[config.mk]
export PLATFORM = sky130hd
export DESIGN_NAME = prog_delay_timer_flat
export DESIGN_NICKNAME = d
export VERILOG_FILES = /design/src/rtl/timer_pkg.sv /design/src/rtl/prog_delay_timer_if.sv /design/src/rtl/tick_prescaler.sv /design/src/rtl/prog_delay_timer.sv /design/src/flat_wrapper.sv
export SDC_FILE = /design/constraint.sdc
export NUM_CORES = 1
export LEC_CHECK = 0
export ABC_AREA = 1
export BUFFER_PORTS_ARGS = -buffer_cell sky130_fd_sc_hd__buf_2
export CAP_MARGIN = 20
export CORE_ASPECT_RATIO = 0.7
export CORE_MARGIN = 1
export CORE_UTILIZATION = 48
export DETAILED_ROUTE_END_ITERATION = 16
export GPL_TIMING_DRIVEN = 0
export PLACE_DENSITY_LB_ADDON = 0.08
export SLEW_MARGIN = 15
export SYNTH_ARGS = -nofsm -noshare
export SYNTH_HDL_FRONTEND = slang
export SYNTH_SLANG_ARGS = --single-unit
[constraint.sdc]
create_clock -name clk -period 2.2 [get_ports clk]
set_clock_uncertainty 0.15 [all_clocks]
set_input_delay 0.22 -clock clk [delete_from_list [all_inputs] [get_ports clk]]
set_output_delay 0.22 -clock clk [all_outputs]
set_load 0.005 [all_outputs]
[src/rtl/timer_pkg.sv]
// Shared types, mode encodings and tick-conversion helper for the programmable delay timer.
package timer_pkg;

    localparam int unsigned CLK_HZ_DEFAULT = 50_000_000;

    localparam logic MODE_ONESHOT  = 1'b0;
    localparam logic MODE_PERIODIC = 1'b1;

    typedef enum logic [1:0] {
        ST_IDLE = 2'd0,
        ST_RUN  = 2'd1,
        ST_DONE = 2'd2
    } state_e;

    // Milliseconds to timer ticks for a given clock and prescale divider.
    function automatic logic [31:0] ms_to_ticks(input int unsigned ms,
                                                input int unsigned clk_hz,
                                                input int unsigned div);
        logic [63:0] t;
        t = 64'(ms) * 64'(clk_hz) / 64'(1000);
        if (div > 1) begin
            t = t / 64'(div);
        end
        return t[31:0];
    endfunction

endpackage

[src/rtl/prog_delay_timer_if.sv]
// Control/status bundle between a timer client (master) and the timer (slave).
interface prog_delay_timer_if #(
    parameter int unsigned CNT_W = 32
);
    logic             start;
    logic             stop;
    logic             mode;
    logic [CNT_W-1:0] load_val;
    logic             busy;
    logic             done;
    logic             expire;
    logic [CNT_W-1:0] remaining;

    modport master (
        output start, stop, mode, load_val,
        input  busy, done, expire, remaining
    );

    modport slave (
        input  start, stop, mode, load_val,
        output busy, done, expire, remaining
    );
endinterface

[src/rtl/tick_prescaler.sv]
// Registered tick enable every DIV cycles; clear restarts the phase so the
// first enable appears DIV cycles after the clearing edge.
module tick_prescaler #(
    parameter int unsigned DIV = 1
) (
    input  logic clk,
    input  logic rst,
    input  logic clear,
    output logic tick_en
);
    localparam int unsigned CW = (DIV > 1) ? $clog2(DIV) : 1;

    logic [CW-1:0] cnt_q, cnt_d;
    logic          tick_en_q, tick_en_d;
    logic          wrap_c;

    always_comb begin
        cnt_d     = cnt_q;
        wrap_c    = (cnt_q == CW'(DIV - 1));
        tick_en_d = 1'b0;
        if (clear) begin
            cnt_d = '0;
        end else begin
            tick_en_d = wrap_c;
            cnt_d     = wrap_c ? '0 : cnt_q + CW'(1);
        end
    end

    always_ff @(posedge clk or posedge rst) begin
        if (rst) begin
            cnt_q     <= '0;
            tick_en_q <= 1'b0;
        end else begin
            cnt_q     <= cnt_d;
            tick_en_q <= tick_en_d;
        end
    end

    assign tick_en = tick_en_q;
endmodule

[src/rtl/prog_delay_timer.sv]
// Programmable one-shot/periodic delay timer counting prescaled clock ticks,
// with optional auto-start of a default one-shot after reset.
module prog_delay_timer
    import timer_pkg::*;
#(
    parameter int unsigned CLK_HZ        = CLK_HZ_DEFAULT,
    parameter int unsigned CNT_W         = 32,
    parameter int unsigned PRESC_DIV     = 1,
    parameter bit          AUTO_START    = 1'b1,
    parameter int unsigned DEFAULT_TICKS = ms_to_ticks(500, CLK_HZ, PRESC_DIV)
) (
    input  logic                 clk,
    input  logic                 rst,
    prog_delay_timer_if.slave    bus
);
    state_e           state_q, state_d;
    logic             busy_q, busy_d;
    logic             done_q, done_d;
    logic             expire_q, expire_d;
    logic             mode_q, mode_d;
    logic             auto_q, auto_d;
    logic [CNT_W-1:0] rem_q, rem_d;
    logic [CNT_W-1:0] period_q, period_d;

    logic             start_c;
    logic             mode_c;
    logic [CNT_W-1:0] ld_c;
    logic [CNT_W-1:0] n_c;
    logic             presc_clear_c;
    logic             tick_en;

    tick_prescaler #(.DIV(PRESC_DIV)) u_presc (
        .clk     (clk),
        .rst     (rst),
        .clear   (presc_clear_c),
        .tick_en (tick_en)
    );

    // Next-state: stop beats start, start beats a coincident expiry.
    always_comb begin
        state_d       = state_q;
        busy_d        = busy_q;
        done_d        = done_q;
        expire_d      = 1'b0;
        mode_d        = mode_q;
        rem_d         = rem_q;
        period_d      = period_q;
        auto_d        = 1'b0;
        presc_clear_c = 1'b0;

        start_c = bus.start | auto_q;
        ld_c    = auto_q ? CNT_W'(DEFAULT_TICKS) : bus.load_val;
        mode_c  = auto_q ? MODE_ONESHOT : bus.mode;
        n_c     = (ld_c == '0) ? CNT_W'(1) : ld_c;

        if (bus.stop) begin
            if (state_q == ST_RUN) begin
                state_d = ST_IDLE;
                busy_d  = 1'b0;
                rem_d   = '0;
            end
        end else if (start_c) begin
            state_d       = ST_RUN;
            busy_d        = 1'b1;
            done_d        = 1'b0;
            mode_d        = mode_c;
            period_d      = n_c;
            rem_d         = n_c - CNT_W'(1);
            presc_clear_c = 1'b1;
        end else if ((state_q == ST_RUN) && tick_en) begin
            if (rem_q != '0) begin
                rem_d = rem_q - CNT_W'(1);
            end else begin
                expire_d = 1'b1;
                done_d   = 1'b1;
                if (mode_q == MODE_PERIODIC) begin
                    rem_d = period_q - CNT_W'(1);
                end else begin
                    state_d = ST_DONE;
                    busy_d  = 1'b0;
                end
            end
        end
    end

    always_ff @(posedge clk or posedge rst) begin
        if (rst) begin
            state_q  <= ST_IDLE;
            busy_q   <= 1'b0;
            done_q   <= 1'b0;
            expire_q <= 1'b0;
            mode_q   <= MODE_ONESHOT;
            auto_q   <= AUTO_START;
            rem_q    <= '0;
            period_q <= '0;
        end else begin
            state_q  <= state_d;
            busy_q   <= busy_d;
            done_q   <= done_d;
            expire_q <= expire_d;
            mode_q   <= mode_d;
            auto_q   <= auto_d;
            rem_q    <= rem_d;
            period_q <= period_d;
        end
    end

    assign bus.busy      = busy_q;
    assign bus.done      = done_q;
    assign bus.expire    = expire_q;
    assign bus.remaining = rem_q;
endmodule

[src/flat_wrapper.sv]
// flat-port wrapper written by rule: the top's interface ports become plain ports
module prog_delay_timer_flat import timer_pkg::*;
#(
    parameter int unsigned CLK_HZ        = CLK_HZ_DEFAULT,
    parameter int unsigned CNT_W         = 32,
    parameter int unsigned PRESC_DIV     = 1,
    parameter bit          AUTO_START    = 1'b1,
    parameter int unsigned DEFAULT_TICKS = ms_to_ticks(500, CLK_HZ, PRESC_DIV)
)
  (clk, rst, bus_start, bus_stop, bus_mode, bus_load_val, bus_busy, bus_done, bus_expire, bus_remaining);
  prog_delay_timer_if #(.CNT_W(CNT_W)) bus_i ();
  input  logic clk;
  input  logic rst;
  input wire logic [$bits(bus_i.start)-1:0] bus_start;
  input wire logic [$bits(bus_i.stop)-1:0] bus_stop;
  input wire logic [$bits(bus_i.mode)-1:0] bus_mode;
  input wire logic [$bits(bus_i.load_val)-1:0] bus_load_val;
  output wire logic [$bits(bus_i.busy)-1:0] bus_busy;
  output wire logic [$bits(bus_i.done)-1:0] bus_done;
  output wire logic [$bits(bus_i.expire)-1:0] bus_expire;
  output wire logic [$bits(bus_i.remaining)-1:0] bus_remaining;
  assign bus_i.start = bus_start;
  assign bus_i.stop = bus_stop;
  assign bus_i.mode = bus_mode;
  assign bus_i.load_val = bus_load_val;
  assign bus_busy = bus_i.busy;
  assign bus_done = bus_i.done;
  assign bus_expire = bus_i.expire;
  assign bus_remaining = bus_i.remaining;
  prog_delay_timer #(.CLK_HZ(CLK_HZ), .CNT_W(CNT_W), .PRESC_DIV(PRESC_DIV), .AUTO_START(AUTO_START), .DEFAULT_TICKS(DEFAULT_TICKS)) u_core (.clk(clk), .rst(rst), .bus(bus_i));
endmodule
==> reports/metrics.csv <==
metric,value,unit
status,"complete, but fails checks",
violations,negative setup slack,
min_path_type,in2reg,
multi_input_area,0.003388,sq mm
ios,72,
diodes,0,
groute.usage.overall,0.3728,
start_util,0.4976,
synth_cell_types,32,
grt_pass1_vias,5293,
htreeDepth,3,
grt_pass1_wl,28740,um
synth_nets,812,
dp_hpwl,13700,um
clockRootBuffer,clkbuf_16,
syn_to_final_growth,46.48,%
synth-simple-area-share,0.4338,
cts.sinks,71,
place_area,0.005445,sq mm
critPathTopFamily,simple AND/OR/NAND/NOR gates,
numCtsBuffers,9,
p_per_area,612.2,mW/mm^2
vias,5790,
crit_chain,nor2_2 -> nand2_2 -> nor2_4 -> nand2_2 -> nor2_4 -> buf_6 -> buf_4 -> nand2_1 -> nand2_1 -> nand2_1 -> o21ai_0 -> nor2_2 -> nand3_2 -> nor2_4 -> buf_12 -> nand2_1 -> nand2_1 -> nand3_1 -> nand2_1,
rows,30,
final_max_slew_viol_count,0,
muxShareOfSynthArea,0,
worst-path-buf-inv,3,
die_w,122.5,um
cap_violations,0,
die_y,86.32,um
synth_compound_area_frac,0.08958,
cp.required,2280,ps
cts_tree,yes,
critical_path_peak_fanout,6,
slowest_stage,dfrtp_2,
synth_top_family_by_area,simple AND/OR/NAND/NOR gates,
die_area,0.01057,sq mm
drt-total-wl,19800,um
utilization,0.7289,
drive_gt1_frac,0.4022,
clock_latency,340,ps
core_area,0.009797,sq mm
drt_iter0_drc,653,
syn_area,0.004875,sq mm
setup_viol,32,
nets,954,
globalplace.congestion,0.9073,
hold_violations,0,
ant_nets,0,
drc,0,
synth_cells,774,
ff_latch_area,0.001779,sq mm
cts.path.max_buffers,2,
portBuffers,69,
ys_ff_latch,71,
crit_path_max_incr_delay,430,ps
min_period,2681,ps
crit_arrival,2760,ps
clk_pin_slew,60,ps
avgViaCountPerCell,5.525,
p_leak,3.547,nW
finalCritPeriodShare,1.218,
synth_area_per_cell,6.298,sq um
filler_cell_count,756,
grt_start_max_net_pins,38,
holdWs,18.82,ps
max_freq,373.1,MHz
crit_top_cell,nand2_1,
wire_per_inst,18.89,um
worstSetupEndpointType,register,
rsz0062_at_grt,yes,
critPathKind,reg2reg,
yosys_warnings,0,
synth-seq-area-share,0.3647,
synth_adder_area_share,0.002567,
tightest_slew,592.3,ps
critPathLaunchType,register,
slew_headroom,0.6051,
drtPass1Iterations,7,
setup_ws,-480.6,ps
peakVddDrop,0.3984,mV
synth_xor_area_frac,0.001797,
antenna_found_initial,0,
fin_area,0.007141,sq mm
gr-total-overflow,0,
==> timing repair <==
item                                    CTS  global route
endpoints found under the hold margin    34             0
endpoints found under the setup margin   67            68
gates cloned                              1             2
resized for setup                       113           156
buffers inserted                         39            18
hold buffers                              1             0
pin swaps                                45            69
==> per-stage QoR <==
stage	worst slack (ps)	std cells	total power [W]	setup TNS [ps]
5_1_grt	-559.3	1048	0.004545	-14510
3_5_place_dp	-766.3	972	0.002501	-24510
6_report	-480.6	1048	0.004372	-11940
3_3_place_gp	-835.1	971	0.002481	-81920
4_1_cts	-385.2	1028	0.004158	-12530
2_1_floorplan	-37.96	774	0.002131	-319.1
==> area by class of cell <==
cell class,instances,area share
multi-input cells,578,0.4745
flip-flops and latches,71,0.2492
repair buffers,131,0.1298
inverters,101,0.05520
clock buffers,12,0.03452
plain buffers,24,0.02821
well taps,128,0.02243
clock inverters,3,0.006133
==> kinds of logic after synthesis <==
group,after synthesis
and+or+nand+nor,493
buffers and inverters,125
AOI/OAI and AO/OA,82
DFF,71
xor gates and xnor gates,1
adders and majority gates,1
other,1
==> layer usage <==
layer	track usage	part of all wire	vias up
li1	-	-	2681
met1	0.5531	0.45	2699
met2	0.5005	0.40	363
met3	0.1342	0.12	47
met4	0.1020	0.023	0
met5	0	0	-
==> registers in the layout, indices dropped and copies added (netlist names) <==
signal,cells
u_core.auto_q,1
u_core.bus.done,1
u_core.bus.expire,1
u_core.bus.remaining,32
u_core.mode_q,1
u_core.period_q,32
u_core.state_q,2
u_core.u_presc.tick_en,1
==> report_power, final <==
group	switching [W]	internal (W)	total [W]
clock network	0.000579	0.000904	0.00148
logic	0.000857	0.000478	0.00134
registers	0.000101	0.00145	0.00155
==> path summary, 6_finish.rpt <==
check	slack [ps]	cells past startpoint	startpoint	endpoint
max reg2reg	-480	19	u_core.bus.remaining[20]	u_core.bus.remaining[23]
min reg2reg	330	2	u_core.period_q[28]	u_core.period_q[28]
min	20	3	bus_mode	u_core.mode_q
min in group asynchronous	310	3	rst	u_core.mode_q
max in group asynchronous	980	4	rst	u_core.auto_q
max	-480	19	u_core.bus.remaining[20]	u_core.bus.remaining[23]
==> cell usage in the layout (no fill, tap or decap), types with 2 or more instances in the layout <==
cell type,n
nand2_1,211
inv_1,84
nor2_1,77
buf_2,75
dfrtp_1,69
nand2_2,53
buf_4,45
nor2_4,32
nand3_1,31
o21ai_0,30
nand3_2,23
nor2_2,22
nand2_4,22
buf_6,17
o21ai_1,14
inv_2,12
clkbuf_16,11
nand3_4,10
a21oi_1,8
nand4_1,8
o22ai_1,7
a21oi_2,7
o21ai_2,6
clkbuf_4,4
clkbuf_2,4
buf_12,4
inv_4,4
clkbuf_1,3
a21oi_4,3
o22ai_2,3
nand3b_1,3
buf_8,2
clkinv_4,2
==> cell usage after synthesis <==
library cell / instances / area [sq um]
ha_1: 1 / 12.51
nand3_1: 56 / 280.3
a21oi_2: 1 / 8.760
nor2_1: 107 / 401.6
o21ai_0: 46 / 230.2
nand2_1: 278 / 1044
o21bai_1: 1 / 7.510
dfstp_2: 1 / 26.28
conb_1: 1 / 3.750
nand2_2: 7 / 43.79
o21a_1: 1 / 7.510
clkbuf_1: 7 / 26.28
nor2_2: 19 / 118.9
buf_2: 13 / 65.06
nand2_4: 1 / 11.26
inv_2: 3 / 11.26
nand4_1: 8 / 50.05
dfrtp_1: 70 / 1752
nand3_2: 8 / 80.08
o22ai_1: 10 / 62.56
nor2_4: 5 / 56.30
xnor2_1: 1 / 8.760
or2_2: 1 / 6.260
clkinv_1: 1 / 3.750
nand3b_1: 3 / 22.52
buf_12: 1 / 20.02
buf_4: 1 / 7.510
a21oi_1: 17 / 85.08
inv_1: 97 / 364.1
o21ai_1: 5 / 25.02
a32o_1: 1 / 10.01
buf_6: 2 / 22.52
==> worst min-delay path: cells and delay by family <==
family | cells | cell delay, ps
buf+inv | 1 | 80
compound gates | 1 | 90
simple gates | 1 | 70
Power figures use the tool's default switching activity.
